### src/rtl/ct_spsram_256x144_arb.sv
// Round-robin two-requester sequencer for one 256x144 single-port SRAM; grant is same-cycle, read valid 1 cycle later.
// Losing requesters hold req until granted. Define CT_SPSRAM_ARB_INIT_EN for the post-reset zero sweep (busy, no grants).
module ct_spsram_256x144_arb #(
  parameter int ADDR_WIDTH = 8,
  parameter int DATA_WIDTH = 144,
  parameter int INIT_LAST  = 255
) (
  input  logic                  forever_cpuclk,
  input  logic                  cpurst_b,
  input  logic                  r0_req,
  input  logic                  r0_gwen,
  input  logic [ADDR_WIDTH-1:0] r0_addr,
  input  logic [DATA_WIDTH-1:0] r0_din,
  input  logic [DATA_WIDTH-1:0] r0_wen,
  output logic                  r0_gnt,
  input  logic                  r1_req,
  input  logic                  r1_gwen,
  input  logic [ADDR_WIDTH-1:0] r1_addr,
  input  logic [DATA_WIDTH-1:0] r1_din,
  input  logic [DATA_WIDTH-1:0] r1_wen,
  output logic                  r1_gnt,
  output logic                  rd0_vld,
  output logic                  rd1_vld,
  output logic [DATA_WIDTH-1:0] rd_data,
  output logic                  arb_busy,
  output logic                  sram_cen,
  output logic                  sram_gwen,
  output logic [ADDR_WIDTH-1:0] sram_addr,
  output logic [DATA_WIDTH-1:0] sram_din,
  output logic [DATA_WIDTH-1:0] sram_wen,
  input  logic [DATA_WIDTH-1:0] sram_q
);

  logic                  idle;
  logic                  rr_ptr;
  logic [ADDR_WIDTH-1:0] init_addr;

`ifdef CT_SPSRAM_ARB_INIT_EN
  typedef enum logic {ST_INIT, ST_IDLE} state_t;
  localparam logic [ADDR_WIDTH-1:0] LAST_ADDR = ADDR_WIDTH'(INIT_LAST);

  state_t                state, state_nxt;
  logic [ADDR_WIDTH-1:0] cnt, cnt_nxt;

  always_ff @(posedge forever_cpuclk or negedge cpurst_b) begin
    if (!cpurst_b) begin
      state <= ST_INIT;
      cnt   <= '0;
    end else begin
      state <= state_nxt;
      cnt   <= cnt_nxt;
    end
  end

  // Counter parks on the last address rather than wrapping.
  always_comb begin
    state_nxt = state;
    cnt_nxt   = cnt;
    if (state == ST_INIT) begin
      if (cnt == LAST_ADDR) state_nxt = ST_IDLE;
      else                  cnt_nxt   = cnt + ADDR_WIDTH'(1);
    end
  end

  assign idle      = (state == ST_IDLE);
  assign init_addr = cnt;
`else
  assign idle      = 1'b1;
  assign init_addr = '0;
`endif

  assign arb_busy = ~idle;

  // rr_ptr only breaks ties; a lone requester always wins.
  assign r0_gnt = idle & r0_req & (~r1_req | ~rr_ptr);
  assign r1_gnt = idle & r1_req & (~r0_req |  rr_ptr);

  always_ff @(posedge forever_cpuclk or negedge cpurst_b) begin
    if (!cpurst_b) begin
      rr_ptr  <= 1'b0;
      rd0_vld <= 1'b0;
      rd1_vld <= 1'b0;
    end else begin
      if (r0_gnt)      rr_ptr <= 1'b1;
      else if (r1_gnt) rr_ptr <= 1'b0;
      rd0_vld <= r0_gnt & r0_gwen;
      rd1_vld <= r1_gnt & r1_gwen;
    end
  end

  always_comb begin
    sram_cen  = 1'b1;
    sram_gwen = 1'b1;
    sram_addr = '0;
    sram_din  = '0;
    sram_wen  = '1;
    if (!idle) begin
      sram_cen  = 1'b0;
      sram_gwen = 1'b0;
      sram_addr = init_addr;
      sram_wen  = '0;
    end else if (r0_gnt) begin
      sram_cen  = 1'b0;
      sram_gwen = r0_gwen;
      sram_addr = r0_addr;
      sram_din  = r0_din;
      sram_wen  = r0_wen;
    end else if (r1_gnt) begin
      sram_cen  = 1'b0;
      sram_gwen = r1_gwen;
      sram_addr = r1_addr;
      sram_din  = r1_din;
      sram_wen  = r1_wen;
    end
  end

  assign rd_data = (rd0_vld | rd1_vld) ? sram_q : '0;

endmodule

### config.mk
export PLATFORM = sky130hd
export DESIGN_NAME = ct_spsram_256x144_arb
export DESIGN_NICKNAME = d
export VERILOG_FILES = /design/src/rtl/ct_spsram_256x144_arb.sv
export SDC_FILE = /design/constraint.sdc
export NUM_CORES = 1
export LEC_CHECK = 0
export CAP_MARGIN = 20
export CORE_AREA = 10 10 460 462
export DETAILED_ROUTE_END_ITERATION = 8
export DIE_AREA = 0 0 470 472
export SETUP_SLACK_MARGIN = 0.1
export SLEW_MARGIN = 20
export SYNTH_ARGS = -nofsm -noshare
export SYNTH_HDL_FRONTEND = slang
export SYNTH_SLANG_ARGS = --single-unit
export TNS_END_PERCENT = 1
### constraint.sdc
create_clock -name forever_cpuclk -period 1.65 [get_ports forever_cpuclk]
set_input_delay 0.33 -clock forever_cpuclk [delete_from_list [all_inputs] [get_ports forever_cpuclk]]
set_output_delay 0.33 -clock forever_cpuclk [all_outputs]
set_load 0.01 [all_outputs]
Yosys cells after proc, flatten, opt, wreduce, memory -nomap -nowiden
Index checks and enable logic that the tools add are counted. W data, S select, Z words.

Reductions and logical operators: 1. Bitwise gates (word level): 10. Mux-type cells: 13.

Operator list (count): $mux W144 (5); $mux W8 (2); $mux W1 (6); $and A1 B1 Y1 (4); $not A1 Y1 (3); $or A1 B1 Y1 (3); $reduce_bool A2 Y1 (1).

Bits of input ports: 742. Bits in registers: 3. Logic and storage cells: 27.

Depth between registers and ports, before layout
Gate-level depths: netlist (run 1).

Depth in word-level cells: 5. Depth in mapped cells: 5. Mapped depth without buffers: 3.

Worst setup path before layout (run 1)
No wires, ideal clock.

Path type: flip-flop to output port. Start: register rr_ptr. End: output port sram_din[100]. Path slack: 0.059 ns. Path buffers: 3. Stages on the path, launching flop included: 6. Data required time: 1.320 ns. Arrival: 1.261 ns. Cell sequence: dfrtp_1 > nand2b_1 > buf_2 > buf_2 > buf_2 > a32o_1.

Cells in the longest elaborated chain, start to end: 4. Elaborated cells between the ends (all ways): 7.

RTL lines: start: declaration (line 35) `logic rr_ptr;`; start signal: assignment (line 80) `rr_ptr <= 1'b0;`; start signal: assignment (line 84) `if (r0_gnt) rr_ptr <= 1'b1;`; start signal: assignment (line 85) `else if (r1_gnt) rr_ptr <= 1'b0;`; $or A1 B1 Y1 / $not A1 Y1 (equally long branches) (line 76, 75); $and A1 B1 Y1 / $or A1 B1 Y1 (equally long branches) (line 76, 75); $mux W144 / $and A1 B1 Y1 (equally long branches) (line 108, 75); $mux W144 (*) (line 102) `end else if (r0_gnt) begin`; end: declaration (line 29) `output logic [DATA_WIDTH-1:0] sram_din,`.

Mark *: on every way between the ends. The rest lies on a longest branch, timed or not.

Final worst setup path (run 1)
Start: register rr_ptr. End: output port sram_din[107].

Same word-level chain as after synthesis.

==> results of run 1 <==
synth_stat cells:
master | n | share of area, %
buf_4 | 6 | 0.98
a21o_1 | 1 | 0.16
and2_1 | 1 | 0.14
a32o_1 | 152 | 33
o32a_1 | 145 | 32
buf_2 | 57 | 6.2
buf_6 | 6 | 1.5
dfrtp_1 | 3 | 1.6
inv_2 | 2 | 0.16
conb_1 | 1 | 0.082
clkbuf_1 | 45 | 3.7
nor2b_1 | 145 | 20
nand2b_1 | 1 | 0.14
and3_1 | 1 | 0.14
nor2_1 | 3 | 0.25
a21bo_2 | 1 | 0.22
what timing repair did:
item / in CTS / in global routing
endpoints found under the setup margin: 448 / 447
cloned: 3 / 1
resized for setup: 685 / 132
setup buffers: 0 / 8
pin swaps: 72 / 61
cells by family (layout without fill, tap and decap cells):
logic type / after synthesis / in the layout
buf+inv: 116 / 1282
other cells: 1 / 93
flops: 3 / 3
simple gates: 151 / 151
compound gates: 299 / 299
flip-flops by register name, indices dropped and copies added, names as in the netlist:
signal and count:
rd0_vld 1, rd1_vld 1, rr_ptr 1
layout make-up:
type	instances	area, sq um
diodes	92	230
clock buffers	4	78.8
fillers	23300	181000
inverters	2	20.0
multi-input cells	451	4100
flip-flops and latches	3	81.3
well taps	2672	3340
repair buffers	1276	13400
per-layer routing:
layer  vias to the layer above  share of wire (%)
li1                       4954                  -
met1                      6281                 38
met2                      1506                 41
met3                       612                 17
met4                       174                3.3
met5                         -               0.46
where the power goes:
part | internal, W | switching [W]
registers | 0.0000839 | 0.0000279
clock network | 0.000319 | 0.0000688
logic | 0.00455 | 0.00451
total | 0.00495 | 0.00461
stage by stage:
step | power (W) | setup WS [ns]
after global routing | 0.00992 | -0.790
after global placement | 0.00903 | -1.25
after detailed placement | 0.00907 | -1.27
after floorplan | 0.00225 | 0.100
final | 0.00956 | -0.743
after CTS | 0.00954 | -0.854
worst reg2reg max path: stages, from the launching register on:
cell and delay [ns]:
dfrtp_4 0.56, a21bo_4 0.34, inv_8 0.13, buf_16 0.20, buf_12 0.14, buf_16 0.17, and2_1 0.18
worst paths after layout:
check	from	end	slack, ns
hold reg to reg	rr_ptr	rr_ptr	0.85
setup reg to reg	rr_ptr	rd0_vld	-0.13
hold / removal	cpurst_b	rd1_vld	0.32
min in group forever_cpuclk	rr_ptr	rr_ptr	0.85
setup / recovery	rr_ptr	sram_din[107]	-0.74
max in group asynchronous	cpurst_b	rr_ptr	1.14
==> flow_metrics.env, run 1 <==
export IMPL_run_status="finished, violations left"
export IMPL_failed_checks="negative setup slack"
export IMPL_required_ns=1.32
export IMPL_finalMaxSlewViolations=0
export IMPL_clk_latency_ns=0.22
export IMPL_cp_slowest_stage_delay_ns=0.56
export IMPL_start_util_pct=2.27
export IMPL_cp_end_kind="output port"
export IMPL_drive_gt1_share_pct=36.5
export IMPL_grt_overflow_total=0
export IMPL_die_w_um=470
export IMPL_finalInstanceArea_sq_um=21300
export IMPL_h_tree_depth=1
export IMPL_drtIter0Drc=924
export IMPL_synthToLayoutAreaGrowth_pct=364
export IMPL_ir_worst_vdd_mv=0.196
export IMPL_tightest_slew_ns=1.02
export IMPL_worstRegToRegCells=6
export IMPL_core_rowCount=165
export IMPL_tritoncts="built"
export IMPL_powerDensity_nw_per_um2=450
export IMPL_layout_commonest_cell="clkdlybuf4s50_1"
export IMPL_finalSetupViolCount=445
export IMPL_min_period_ns=2.39
export IMPL_grt_use_met2_pct=31.2
export IMPL_crit_chain="a21bo_4, inv_8, buf_16, buf_12, buf_16, a32o_2, buf_12"
export IMPL_critical_path_buf_inv_count=5
export IMPL_hpwl_um=233000
export IMPL_grt_max_degree=77
export IMPL_ant_nets=0
export IMPL_hp_class="input port to asynchronous set/reset pin"
export IMPL_vias=13500
export IMPL_slew_headroom_pct=31.7
export IMPL_synth_top_family_by_area="compound AO/OA/AOI/OAI gates"
export IMPL_syn_cell_area_sq_um=4580
export IMPL_ys_types=16
export IMPL_whs_ns=0.317
export IMPL_cp_depth=7
export IMPL_numCtsBuffers=3
export IMPL_path_class="flip-flop to output port"
export IMPL_dieHeight_um=472
export IMPL_skew_ns=0.00102
export IMPL_antenna_found_initial=406
export IMPL_synthMuxAreaShare_pct=0
export IMPL_clock_sinks=3
export IMPL_layout_cells_non_filler=4500
export IMPL_ys_ff_latch=3
export IMPL_place_gp_congestion=1.09
export IMPL_drv_cap=0
export IMPL_grt_total_usage_pct=20.8
export IMPL_drc=0
export IMPL_yosys_area_share_adder_pct=0
export IMPL_clock_path_buffers=2
export IMPL_final_util_pct=10.5
export IMPL_wl_um=244000
export IMPL_postSynthAreaPerCell_sq_um=8.04
export IMPL_dp_cells=4392
export IMPL_layout_nets=2479
export IMPL_yosysWarnings=0
export IMPL_synthXorXnorAreaFrac_pct=0
export IMPL_period_share_pct=145
export IMPL_grt_pass1_wl_um=275000
export IMPL_critPathMaxFanout=19
export IMPL_final_cell_mix="737 x clkdlybuf4s50_1, 158 x buf_4, 144 x nor2b_1"
export IMPL_core_area_sq_um=202000
export IMPL_fmax_ghz=0.418
export IMPL_cts_hold_fix_buffers=0
export IMPL_ioPinCount=1189
export IMPL_synth_compound_area_share_pct=65.3
export IMPL_io_buffers=1187
export IMPL_clkSlewWorstSetupHoldPaths_ns=0.03
export IMPL_timing_final_ws_setup_ns=-0.743
export IMPL_cp_data_arrival_time_ns=2.06
export IMPL_dieArea_sq_um=222000
export IMPL_crit_family="buffers and inverters"
export IMPL_yosys_area_share_simple_pct=20.5
export IMPL_synth_cells=570
export IMPL_grt_pass1_vias=12400
export IMPL_synth_fp_nets=1312
export IMPL_rsz0062_at_grt="yes"
export IMPL_root_buffer="clkbuf_16"
export IMPL_use_met3_pct=14.9
export IMPL_dr_pass1_iters=5
export IMPL_cpMaxStageDelayCell="dfrtp_4"
export IMPL_startpoint_type="flip-flop"
export IMPL_place_area_sq_um=20700
export IMPL_grt_busiest_layer="met2"
export IMPL_use_met1_pct=23.8
export IMPL_hold_violations=0
export IMPL_setup_tns_ns=-196.14
export IMPL_synth_seq_area_share_pct=1.64
export IMPL_via_per_inst=3.01
export IMPL_power_leakage_nw=7.75
export IMPL_wl_per_cell_um=54.3
Power figures use the tool's default switching activity.
==> inputs of run 2 (changes only) <==
--- a/config.mk
+++ b/config.mk
@@ -9,6 +9,8 @@
 export CORE_AREA = 10 10 460 462
 export DETAILED_ROUTE_END_ITERATION = 8
 export DIE_AREA = 0 0 470 472
+export GPL_ROUTABILITY_DRIVEN = 0
+export REMOVE_ABC_BUFFERS = 1
 export SETUP_SLACK_MARGIN = 0.1
 export SLEW_MARGIN = 20
 export SYNTH_ARGS = -nofsm -noshare
==> flow_metrics.env, run 2 (synthesized netlist as in run 1, its figures left out) <==
export IMPL_run_status="finished, violations left"
export IMPL_failed_checks="negative setup slack"
export IMPL_grt_total_usage_pct=17.6
export IMPL_worstRegToRegCells=7
export IMPL_dr_pass1_iters=5
export IMPL_cp_end_kind="output port"
export IMPL_use_met3_pct=16.2
export IMPL_min_period_ns=2.28
export IMPL_final_cell_mix="757 x clkdlybuf4s50_1, 144 x o32a_1, 142 x nor2b_1, 142 x buf_12, 128 x buf_6"
export IMPL_tritoncts="built"
export IMPL_drv_cap=0
export IMPL_startpoint_type="flip-flop"
export IMPL_ioPinCount=1189
export IMPL_io_buffers=1187
export IMPL_grt_pass1_wl_um=236000
export IMPL_grt_pass1_vias=12500
export IMPL_grt_busiest_layer="met2"
export IMPL_hp_class="input port to asynchronous set/reset pin"
export IMPL_grt_use_met2_pct=28.6
export IMPL_final_util_pct=10.8
export IMPL_hpwl_um=195000
export IMPL_synthToLayoutAreaGrowth_pct=376
export IMPL_start_util_pct=2.27
export IMPL_grt_overflow_total=0
export IMPL_clk_latency_ns=0.23
export IMPL_ant_nets=0
export IMPL_cts_hold_fix_buffers=0
export IMPL_r2r_start="rr_ptr"
export IMPL_wl_per_cell_um=46.0
export IMPL_reg2reg_slack_ns=0.21
export IMPL_finalMaxSlewViolations=0
export IMPL_cp_data_arrival_time_ns=1.95
export IMPL_drc=0
export IMPL_largestRegisters="rd0_vld x1, rd1_vld x1, rr_ptr x1"
export IMPL_wl_um=206000
export IMPL_finalSetupViolCount=400
export IMPL_core_area_sq_um=202000
export IMPL_critPathMaxFanout=6
export IMPL_skew_ns=0.00853
export IMPL_required_ns=1.32
export IMPL_path_class="flip-flop to output port"
export IMPL_drive_gt1_share_pct=36.4
export IMPL_root_buffer="clkbuf_16"
export IMPL_period_share_pct=138
export IMPL_clock_sinks=3
export IMPL_drtIter0Drc=1139
export IMPL_dieArea_sq_um=222000
export IMPL_r2r_end="rr_ptr"
export IMPL_via_per_inst=2.88
export IMPL_use_met1_pct=16.3
export IMPL_dieHeight_um=472
export IMPL_powerDensity_nw_per_um2=466
export IMPL_grt_max_degree=53
export IMPL_timing_final_ws_setup_ns=-0.628
export IMPL_fmax_ghz=0.439
export IMPL_die_w_um=470
export IMPL_antenna_found_initial=260
export IMPL_crit_end="sram_wen[3]"
export IMPL_ir_worst_vdd_mv=0.336
export IMPL_worstSetupStartpoint="rr_ptr"
export IMPL_core_rowCount=165
export IMPL_vias=12900
export IMPL_layout_cells_non_filler=4488
export IMPL_rsz0062_at_grt="yes"
export IMPL_clkSlewWorstSetupHoldPaths_ns=0.04
export IMPL_hold_violations=0
export IMPL_numCtsBuffers=3
export IMPL_layout_nets=2514
export IMPL_dp_cells=4413
export IMPL_h_tree_depth=1
export IMPL_power_leakage_nw=7.92
export IMPL_clock_path_buffers=2
export IMPL_layout_commonest_cell="clkdlybuf4s50_1"
==> run 2: final cells by class <==
class	count	area, sq um
Clock buffer	4	78.8
Tap cell	2672	3340
Multi-Input combinational cell	451	4070
Timing Repair Buffer	1311	14100
Fill cell	23300	180000
Sequential cell	3	76.3
Antenna cell	45	113
Inverter	2	28.8
==> run 2: worst min path at each step <==
stage | to | slack, ns | depth (start not counted)
2_1_floorplan | rd0_vld | 0.03 | 0
3_3_place_gp | rr_ptr | 0.58 | 1
3_5_place_dp | rr_ptr | 0.58 | 1
4_1_cts | rr_ptr | 0.34 | 1
5_1_grt | rr_ptr | 0.35 | 1
6_report | rr_ptr | 0.33 | 1
==> run 2: per-layer routing <==
layer  up-vias  wire [um]  share of wire, %
met5         -        856              0.41
met4       128       6990               3.4
met3       488      42400                21
met2      1408      91700                44
met1      5918      64600                31
li1       4978          -                 -
==> run 2: critical path: stages, from the launching register on <==
cell and delay, ns:
dfrtp_2 0.42, buf_6 0.13, nor2b_4 0.04, buf_12 0.15, buf_16 0.15, buf_12 0.13, buf_8 0.12, o32a_1 0.38
buf_12 0.17
==> run 2: stage by stage <==
stage / setup TNS (ns) / total power (W) / setup WS, ns / hold slack [ns] / cell area (sq um)
2_1_floorplan: -1544.96 / 0.00204 / -4.36 / 0.0344 / 4010
3_3_place_gp: -265.91 / 0.00947 / -1.12 / 0.577 / 21000
3_5_place_dp: -273.39 / 0.00951 / -1.15 / 0.580 / 21000
4_1_cts: -192.90 / 0.0103 / -0.708 / 0.338 / 21600
5_1_grt: -193.12 / 0.0107 / -0.679 / 0.347 / 21700
6_report: -166.69 / 0.0102 / -0.628 / 0.327 / 21800
==> run 2: what timing repair did <==
action / CTS / global route
gates cloned: 8 / 0
setup buffers: 17 / 3
resized for setup: 719 / 157
pin swaps: 50 / 26
endpoints found under the setup margin: 446 / 445
==> run 2: report_power, final <==
group / switching [W] / internal [W]
combinational: 0.00478 / 0.00488
sequential: 0.0000110 / 0.0000815
clock: 0.0000785 / 0.000320
total: 0.00487 / 0.00528
